[src/rtl/stream_pkg.sv]
// Shared types and default widths for the valid/ready stream blocks (source, register slice, sink).
// The GAP state is only reachable when STREAM_SOURCE_THROTTLE_EN is defined.
package stream_pkg;

  localparam int DATA_W_DEF = 32;
  localparam int LEN_W_DEF  = 16;
  localparam int GAP_W_DEF  = 8;

  typedef enum logic [1:0] {
    IDLE = 2'd0,
    SEND = 2'd1,
    GAP  = 2'd2,
    DONE = 2'd3
  } state_t;

  typedef struct packed {
    logic [DATA_W_DEF-1:0] data;
    logic                  last;
  } beat_t;

endpackage

[src/rtl/stream_source_if.sv]
// Valid/ready stream bundle; the producer uses the master modport and the consumer uses the slave modport.
interface stream_source_if import stream_pkg::*; #(
  parameter int DATA_W = DATA_W_DEF
);

  logic              valid;
  logic              ready;
  logic [DATA_W-1:0] data;
  logic              last;

  modport master (output valid, output data, output last, input ready);
  modport slave  (input valid, input data, input last, output ready);

endinterface

[src/rtl/stream_gap_timer.sv]
// Idle-gap countdown for stream_source, used only when STREAM_SOURCE_THROTTLE_EN is defined.
// After a load of N, expire is high during the N-th cycle that follows.
module stream_gap_timer import stream_pkg::*; #(
  parameter int GAP_W = GAP_W_DEF
) (
  input  logic             clk,
  input  logic             reset,
  input  logic             load,
  input  logic [GAP_W-1:0] value,
  output logic             expire
);

  logic [GAP_W-1:0] count;

  always_ff @(posedge clk or negedge reset) begin
    if (!reset) begin
      count <= '0;
    end else if (load) begin
      count <= value;
    end else if (count != '0) begin
      count <= count - 1'b1;
    end
  end

  assign expire = (count == GAP_W'(1));

endmodule

[src/rtl/stream_source.sv]
// Burst generator: drives len beats of base + k*step onto a valid/ready stream, then pulses done.
// Defining STREAM_SOURCE_THROTTLE_EN adds the gap port and inserts idle cycles after each beat.
module stream_source import stream_pkg::*; #(
  parameter int DATA_W = DATA_W_DEF,
  parameter int LEN_W  = LEN_W_DEF
`ifdef STREAM_SOURCE_THROTTLE_EN
  , parameter int GAP_W = GAP_W_DEF
`endif
) (
  input  logic              clk,
  input  logic              reset,
  input  logic              start,
  input  logic [LEN_W-1:0]  len,
  input  logic [DATA_W-1:0] base,
  input  logic [DATA_W-1:0] step,
`ifdef STREAM_SOURCE_THROTTLE_EN
  input  logic [GAP_W-1:0]  gap,
`endif
  stream_source_if.master   m,
  output logic              busy,
  output logic              done
);

  state_t            state;
  logic [LEN_W-1:0]  len_q;
  logic [LEN_W-1:0]  k_q;
  logic [DATA_W-1:0] step_q;
  logic [DATA_W-1:0] data_q;
  logic              valid_q;
  logic              last_q;
  logic              xfer;
  logic [LEN_W-1:0]  k_next;
  logic              last_next;

  assign xfer      = valid_q & m.ready;
  assign k_next    = k_q + 1'b1;
  assign last_next = (k_next == len_q - 1'b1);

  assign m.valid = valid_q;
  assign m.data  = data_q;
  assign m.last  = last_q;

`ifdef STREAM_SOURCE_THROTTLE_EN
  logic [GAP_W-1:0] gap_q;
  logic             gap_load;
  logic             gap_expire;

  assign gap_load = (state == SEND) && xfer && !last_q && (gap_q != '0);

  stream_gap_timer #(.GAP_W(GAP_W)) u_gap_timer (
    .clk    (clk),
    .reset  (reset),
    .load   (gap_load),
    .value  (gap_q),
    .expire (gap_expire)
  );
`endif

  // data_q doubles as the accumulator, so each beat costs one adder rather than a multiplier.
  always_ff @(posedge clk or negedge reset) begin
    if (!reset) begin
      state   <= IDLE;
      len_q   <= '0;
      k_q     <= '0;
      step_q  <= '0;
      data_q  <= '0;
      valid_q <= 1'b0;
      last_q  <= 1'b0;
      busy    <= 1'b0;
      done    <= 1'b0;
`ifdef STREAM_SOURCE_THROTTLE_EN
      gap_q   <= '0;
`endif
    end else begin
      done <= 1'b0;
      case (state)
        IDLE: begin
          if (start) begin
            len_q  <= len;
            step_q <= step;
            k_q    <= '0;
            data_q <= base;
`ifdef STREAM_SOURCE_THROTTLE_EN
            gap_q  <= gap;
`endif
            if (len == '0) begin
              state <= DONE;
              done  <= 1'b1;
            end else begin
              state   <= SEND;
              busy    <= 1'b1;
              valid_q <= 1'b1;
              last_q  <= (len == LEN_W'(1));
            end
          end
        end
        SEND: begin
          if (xfer) begin
            k_q    <= k_next;
            data_q <= data_q + step_q;
            last_q <= last_next;
            if (last_q) begin
              state   <= DONE;
              busy    <= 1'b0;
              valid_q <= 1'b0;
              last_q  <= 1'b0;
              done    <= 1'b1;
            end
`ifdef STREAM_SOURCE_THROTTLE_EN
            else if (gap_q != '0) begin
              state   <= GAP;
              valid_q <= 1'b0;
            end
`endif
          end
        end
`ifdef STREAM_SOURCE_THROTTLE_EN
        GAP: begin
          if (gap_expire) begin
            state   <= SEND;
            valid_q <= 1'b1;
          end
        end
`endif
        DONE: begin
          state <= IDLE;
        end
        default: begin
          state <= IDLE;
        end
      endcase
    end
  end

endmodule

[src/flat_wrapper.sv]
// flat-port wrapper written by rule: the top's interface ports become plain ports
module stream_source_flat import stream_pkg::*;
#(
  parameter int DATA_W = DATA_W_DEF,
  parameter int LEN_W  = LEN_W_DEF

)
  (clk, reset, start, len, base, step, busy, done, m_valid, m_data, m_last, m_ready);
  stream_source_if #(.DATA_W(DATA_W)) m_i ();
  input  logic clk;
  input  logic reset;
  input  logic start;
  input  logic [LEN_W-1:0] len;
  input  logic [DATA_W-1:0] base;
  input  logic [DATA_W-1:0] step;
  output logic busy;
  output logic done;
  output wire logic [$bits(m_i.valid)-1:0] m_valid;
  output wire logic [$bits(m_i.data)-1:0] m_data;
  output wire logic [$bits(m_i.last)-1:0] m_last;
  input wire logic [$bits(m_i.ready)-1:0] m_ready;
  assign m_valid = m_i.valid;
  assign m_data = m_i.data;
  assign m_last = m_i.last;
  assign m_i.ready = m_ready;
  stream_source #(.DATA_W(DATA_W), .LEN_W(LEN_W)) u_core (.clk(clk), .reset(reset), .start(start), .len(len), .base(base), .step(step), .m(m_i), .busy(busy), .done(done));
endmodule
[config.mk]
export PLATFORM = sky130hd
export DESIGN_NAME = stream_source_flat
export DESIGN_NICKNAME = d
export VERILOG_FILES = /design/src/rtl/stream_pkg.sv /design/src/rtl/stream_source_if.sv /design/src/rtl/stream_gap_timer.sv /design/src/rtl/stream_source.sv /design/src/flat_wrapper.sv
export SDC_FILE = /design/constraint.sdc
export NUM_CORES = 1
export LEC_CHECK = 0
export CORE_AREA = 2 2 125 127
export DETAILED_ROUTE_END_ITERATION = 8
export DIE_AREA = 0 0 127 129
export PLACE_DENSITY = 0.68
export RECOVER_POWER = 25
export SLEW_MARGIN = 40
export SYNTH_ARGS = -nofsm -noshare
export SYNTH_HDL_FRONTEND = slang
export SYNTH_SLANG_ARGS = --single-unit
[constraint.sdc]
create_clock -name clk -period 2.8 [get_ports clk]
set_input_delay 0.28 -clock clk [delete_from_list [all_inputs] [get_ports clk]]
set_output_delay 0.28 -clock clk [all_outputs]
set_load 0.01 [all_outputs]
==> impl_results.md, run 1 <==
* RePlAce Congestion at 0.892
* Fillers at between 1000 and 1500
* First DRT Iteration DRCs at 341
* Post-Syn Nets at approximately 920
* Vias in the first global route at 5861
* Reg clk slew, reported paths at about 0.070 ns
* DIE HEIGHT at 129 um
* Critical path startpoint category: register
* Min-delay worst type: input pin to register
* Leading cell type in the layout, fill and taps excluded: nand2_1
* Worst R2R Start: u_core.m.data[0]
* Clk_skew at approximately 0.0090 ns
* Unique cell type count in the Yosys netlist at 69
* Row Count at 45
* Post-Syn Instances at 800
* Sequential share of the synthesized area at 0.387
* Via count at roughly 6000
* Core Region at about 0.015 mm2
* Final setup fails at 0
* Vias/cell at 5.46
* CTS tree: done
* Yosys warns at 0
* Mapped Area at roughly 0.0065 mm2
* Seq cells post-synth at 101
* CTS Sinks at 101
* Fraction of the cycle the final worst path needs at 0.947
* Gr usage total at 0.220
* Maximum vdd ir drop at around 0.00049 V
* Met2 Wirelength at 7.80 mm
* Final Max Slew Viols at 0
* PnR Total Power at 0.00896 W
* Synth Flop Type: dfrtp_1
* Power per cell area at 1080 mW/mm2
* Total grt overflow at 0
* Avg Cell Area, Syn at around 8.2 um2
* Post-layout min period at 2.65 ns
* Worst-Margin Slew at 1.27 ns
* Initial antenna violation count at 0
* Worst endpoint required time at 3.10 ns
* Status: complete, no violations
* ANT nets after route at 0
* Worst reg2reg path depth at 11
* Critical path type: register to register
* # IOs at 120
* Min-Delay Path Depth at 3
* Die Span X at roughly 130 um
* Util after Layout at 0.553
* Post-synth EDFFs at 0
* Port Buffer Count at 119
* DRC viols at 0
* Starting density of the core at 0.436
* Reg-to-reg endpoint: u_core.m.data[24]
* Commonest cells after routing, fill and taps aside: 205 x nand2_1, 118 x clkdlybuf4s50_1, 101 x dfrtp_1
* Crit path to: u_core.m.data[24]
* Clock root cell: clkbuf_16
* Largest fanout on the critical path at 3
* Fin nets at 1027
* Layout cell share with drive strength beyond 1 at 0.0678
* Max-Cap Viols at 0
* Wire per inst at 15.8 um
* Hpwl dp at ~12 mm
* Arrival @ worst endpoint at 2.95 ns
* Clock Tree Buf Depth at 2
* Largest net degree at the start of global routing at slightly above 60
* Cts bufs inserted at 9
* Antenna diode count at 0
* Worst-skew pair later-pin latency at 0.36 ns
* Met3 wire length at 983 um
* Layout area overhead at 26.6%
* Drt total wl at 17.4 mm
* Post-synth ARST share at 1.00
* Die area at 0.0164 mm2
* Slew HR at 0.151
* Top sig layer: met4
* Leak at 3.78 nW
* Met1 Wirelength at 8.26 mm
* H-tree depth at 3
* FMAX at 377 MHz
* Reg2reg setup slack at between 0.1 and 0.15 ns
* Global-route wire length before repair at between 20 and 30 mm
* Drt pass-1 iters at 5
* Crit path from: u_core.m.data[0]
* Crit end category: register
* RSZ-0062 raised after global routing: true
* Hold Fails Final Rpt at 0
## per-layer routing
metal | vias to the layer above | GRT usage
li1 | 3016 | -
met1 | 2816 | 0.309
met2 | 161 | 0.345
met3 | 26 | 0.0478
met4 | 0 | 0.0614
met5 | - | 0
## flip-flops by register name (all words and copies together) (netlist names)
signal	cells
u_core.k_q	16
u_core.state	2
u_core.step_q	32
u_core.done	1
u_core.m.valid	1
u_core.m.data	32
u_core.len_q	16
u_core.m.last	1
## per-stage QoR
step                setup WS, ns  cells  TNS (ns)  hold slack (ns)  cell area (um2)
finish                     0.147   1102         0            0.440             8280
floorplan                  0.220    800         0          -0.0156             6540
CTS                       0.0886   1101         0            0.431             8260
global route             -0.0510   1102   -0.0510            0.457             8280
detailed placement         0.104   1084         0            0.365             7970
global placement           0.152   1084         0            0.365             7970
## where the power goes
part / internal [W] / switching [W] / leakage [nW]
Combinational: 0.00243 / 0.00281 / 2.38
Clock: 0.000630 / 0.000591 / 0.136
Sequential: 0.00199 / 0.000503 / 1.27
Total: 0.00505 / 0.00391 / 3.78
## worst min-delay path by stage
stage / from / slack [ns] / end
after floorplan: reset / -0.02 / u_core.done
final: step[11] / 0.44 / u_core.step_q[11]
after detailed placement: reset / 0.37 / u_core.step_q[17]
after CTS: step[22] / 0.43 / u_core.step_q[22]
after global placement: reset / 0.37 / u_core.step_q[17]
after global routing: step[10] / 0.46 / u_core.step_q[10]
## cell families after synthesis
family                     Yosys count  synth area share
buffers and inverters               57            0.0352
AOI/OAI and AO/OA                  194             0.190
adders and majority gates           34            0.0662
DFF                                101             0.387
and+or+nand+nor                    361             0.250
xor gates and xnor gates            53            0.0722
## final cells by class
type	instances	area [um2]	share of cell area
Clock buffer	11	243	0.0293
Clock inverter	5	35.0	0.00423
Inverter	16	60.1	0.00726
Multi-Input combinational cell	642	3820	0.461
Sequential cell	101	2530	0.305
Tap cell	188	235	0.0284
Timing Repair Buffer	139	1360	0.164
## worst max-delay path: stages (launching register included)
cell,delay (ns)
dfrtp_1,0.35
ha_2,0.19
inv_1,0.05
fa_1,0.39
nor2b_2,0.16
o2111ai_2,0.14
a211o_1,0.34
nand4_1,0.16
a41o_1,0.22
a31oi_1,0.10
or4_1,0.41
nand3_1,0.08
## cells in the mapped netlist (3+ instances only)
library cell,count,share of area
nor2b_1,3,0.0029
o21ai_0,52,0.040
and2_1,4,0.0038
o31ai_1,9,0.010
nand4_1,11,0.011
nand2_1,205,0.12
a22o_1,3,0.0040
buf_2,3,0.0023
a31oi_1,21,0.020
nor2_1,54,0.031
nand3_1,17,0.013
o211ai_1,4,0.0046
a21boi_0,3,0.0034
nand2b_1,4,0.0038
a21oi_1,50,0.038
a211oi_1,6,0.0069
nand3b_1,4,0.0046
dfrtp_1,101,0.39
xor2_1,16,0.021
or3_1,3,0.0029
nor3_1,15,0.011
o21a_1,4,0.0046
and3_1,19,0.018
xnor2_1,36,0.048
a21o_1,15,0.017
ha_1,33,0.063
inv_1,15,0.0086
nor4_1,8,0.0077
clkbuf_1,34,0.020
## repair_timing
action | CTS | global route
hold buffers | 1 | 0
resized for setup | 0 | 8
buffers inserted | 0 | 1
endpoints found under the setup margin | 0 | 6
hold endpoints to repair | 48 | 0
(Power assumes the default switching activity.)
==> run 2: changes to the inputs <==
GPL_TIMING_DRIVEN = 0   (was not set)
==> run 2 against run 1 <==
Against the previous run:
- clock-buffer cell count stayed put
- the run now ends with max-capacitance violations, max-slew violations left
- largest cell class unchanged
- die area stayed put
- combinational power is 2% higher
- critical endpoint is now u_core.m.data[26]
- hold slack worse by 0.0080 ns
- highest routed layer unchanged
- clock power is 13% higher
- via count is 4.0% higher
- global-route usage is 2.5 points higher
- critical path type unchanged
- critical path depth is 1 higher
- setup slack worse by 0.12 ns
- register-to-register slack worse by 0.12 ns
==> impl_results.md, run 2 (synthesized netlist as in run 1, its figures left out) <==
* Critical path startpoint category: register (unchanged)
* CP Cell Sequence: ha_4 > inv_2 > fa_2 > nor2b_4 > o2111ai_2 > a211o_1 > nand4_1 > nand4_1 > a21oi_2 > buf_4 > o31ai_2 > o21a_1 (was ha_2 > inv_1 > fa_1 > nor2b_2 > o2111ai_2 > a211o_1 > nand4_1 > a41o_1 > a31oi_1 > or4_1 > nand3_1)
* Min Hold Slack at 0.432 ns (was 0.440 ns)
* Layout cell share with drive strength beyond 1 at 0.0637 (was 0.0678)
* PnR Total Power at 0.00924 W (was 0.00896 W)
* Die area at 0.0164 mm2 (unchanged)
* Worst-Margin Slew at 2.19 ns (was 1.27 ns)
* DRC viols at 0 (unchanged)
* Placed cells at 1108 (was 1084)
* Starting density of the core at 0.436 (unchanged)
* FMAX at 361 MHz (was 377 MHz)
* Largest fanout on the critical path at 3 (unchanged)
* Status: complete, but fails checks (was complete, no violations)
* H-tree depth at 3 (unchanged)
* Leading cell type in the layout, fill and taps excluded: nand2_1 (unchanged)
* Slowest CP cell: dfrtp_1 (was or4_1)
* Maximum vdd ir drop at 0.000438 V (was 0.000491 V)
* Fillers at 1423 (was 1446)
* Layout area overhead at 29.0% (was 26.6%)
* Clock root cell: clkbuf_16 (unchanged)
* Min-delay worst type: input pin to register (unchanged)
* Buf/Inv on CP at 2 (was 1)
* Fin cells at 1130 (was 1102)
* Drt pass-1 iters at 5 (unchanged)
* Leak at 3.80 nW (was 3.78 nW)
* Critical path type: register to register (unchanged)
* First DRT Iteration DRCs at 486 (was 341)
* Port Buffer Count at 119 (unchanged)
* Total grt overflow at 0 (unchanged)
* Global-route wire length before repair at 31.4 mm (was 29.1 mm)
* Final Max Slew Viols at 37 (was 0)
* CTS tree: done (unchanged)
* Drt total wl at 19.1 mm (was 17.4 mm)
* Hold Fails Final Rpt at 0 (unchanged)
* Arrival @ worst endpoint at 3.03 ns (was 2.95 ns)
* CP delay by family, top: compound AO/OA/AOI/OAI gates (was simple AND/OR/NAND/NOR gates)
* Reg clk slew, reported paths at 0.07 ns (about the same)
* Initial antenna violation count at 0 (unchanged)
* Failing checks: max-capacitance violations, max-slew violations
* Wire per inst at 16.9 um (was 15.8 um)
* Core Region at 0.0150 mm2 (unchanged)
* Die Span X at 127 um (unchanged)
* Gr usage total at 0.245 (was 0.220)
* Fraction of the cycle the final worst path needs at 0.991 (was 0.947)
* Clk_skew at 0.0106 ns (was 0.00898 ns)
* Via count at 6260 (was 6019)
* DIE HEIGHT at 129 um (unchanged)
* Commonest cells after routing, fill and taps aside: 205 x nand2_1, 117 x clkdlybuf4s50_1, 100 x dfrtp_1 (was 205 x nand2_1, 118 x clkdlybuf4s50_1, 101 x dfrtp_1)
* Clock Tree Buf Depth at 2 (unchanged)
* Largest stage delay, worst path at 0.41 ns (about the same)
* Vias/cell at 5.54 (was 5.46)
* # IOs at 120 (unchanged)
* Largest net degree at the start of global routing at 66 (was 62)
* Antenna diode count at 0 (unchanged)
* Row Count at 45 (unchanged)
* Worst-skew pair later-pin latency at 0.37 ns (was 0.36 ns)
* Post-layout min period at 2.77 ns (was 2.65 ns)
* Cell mode on critical path: nand4_1
* RSZ-0062 raised after global routing: true (unchanged)
* Worst endpoint required time at 3.05 ns (was 3.10 ns)
* Slew HR at -0.461 (was 0.151)
* Power per cell area at 1100 mW/mm2 (was 1080 mW/mm2)
* Final setup fails at 0 (unchanged)
* Cts bufs inserted at 9 (unchanged)
* ANT nets after route at 0 (unchanged)
* Max-Cap Viols at 1 (was 0)
* Fin nets at 1055 (was 1027)
* RePlAce Congestion at 0.913 (was 0.892)
* Hpwl dp at 14.2 mm (was 12.4 mm)
* Vias in the first global route at 5980 (was 5861)
* Crit end category: register (unchanged)
* CTS Sinks at 101 (unchanged)
[run 2: per-layer routing]
| layer | up-vias | wire length (um) | GRT usage |
|---|---|---|---|
| li1 | 3074 | - | - |
| met1 | 2962 | 9020 | 0.347 |
| met2 | 191 | 8570 | 0.373 |
| met3 | 33 | 1020 | 0.0528 |
| met4 | 0 | 535 | 0.0860 |
| met5 | - | 0 | 0 |
[run 2: tightest hold or removal path, cell delays in order]
cell and delay (ns):
clkdlybuf4s50_1 0.39, nand2_1 0.05, nand2_1 0.04
[run 2: path summary, 6_finish.rpt]
check,from,to,slack [ns],cells after the start
hold / removal,step[19],u_core.step_q[19],0.43,3
hold reg to reg,u_core.state[1],u_core.state[0],0.48,1
max in group asynchronous,reset,u_core.step_q[7],0.44,2
setup reg to reg,u_core.step_q[0],u_core.m.data[26],0.03,12
setup / recovery,u_core.step_q[0],u_core.m.data[26],0.03,12
min in group asynchronous,reset,u_core.m.data[18],1.09,2
[run 2: final cells by class]
cell class	instances	area, um2	share of cell area
tap	188	235	0.0279
clock buffer	11	233	0.0276
inverter	16	60.1	0.00712
timing repair buffer	126	1260	0.149
buffer	41	173	0.0205
sequential	101	2530	0.300
clock inverter	5	83.8	0.00994
multi-input combinational	642	3860	0.458
[run 2: stage by stage]
step	worst slack (ns)	instance area [um2]	utilization	TNS [ns]
after floorplan	0.220	6540	-	0
after global placement	-2.46	7960	0.532	-248.46
after detailed placement	-0.125	8000	0.534	-0.552
after CTS	0.0290	8340	0.557	0
after global routing	-0.0665	8430	0.563	-0.0967
final	0.0263	8430	0.563	0
[run 2: repair_timing]
item / CTS / global route
gates resized for setup: 2 / 24
pin swaps: 2 / 9
hold buffers: 1 / 0
endpoints found under the hold margin: 36 / 0
setup endpoints to repair: 5 / 18
buffers inserted: 2 / 3
[run 2: power breakdown]
part	total, W	switching, W	internal (W)
combinational	0.00532	0.00288	0.00244
sequential	0.00253	0.000538	0.00200
clock	0.00138	0.000589	0.000788
total	0.00924	0.00401	0.00523
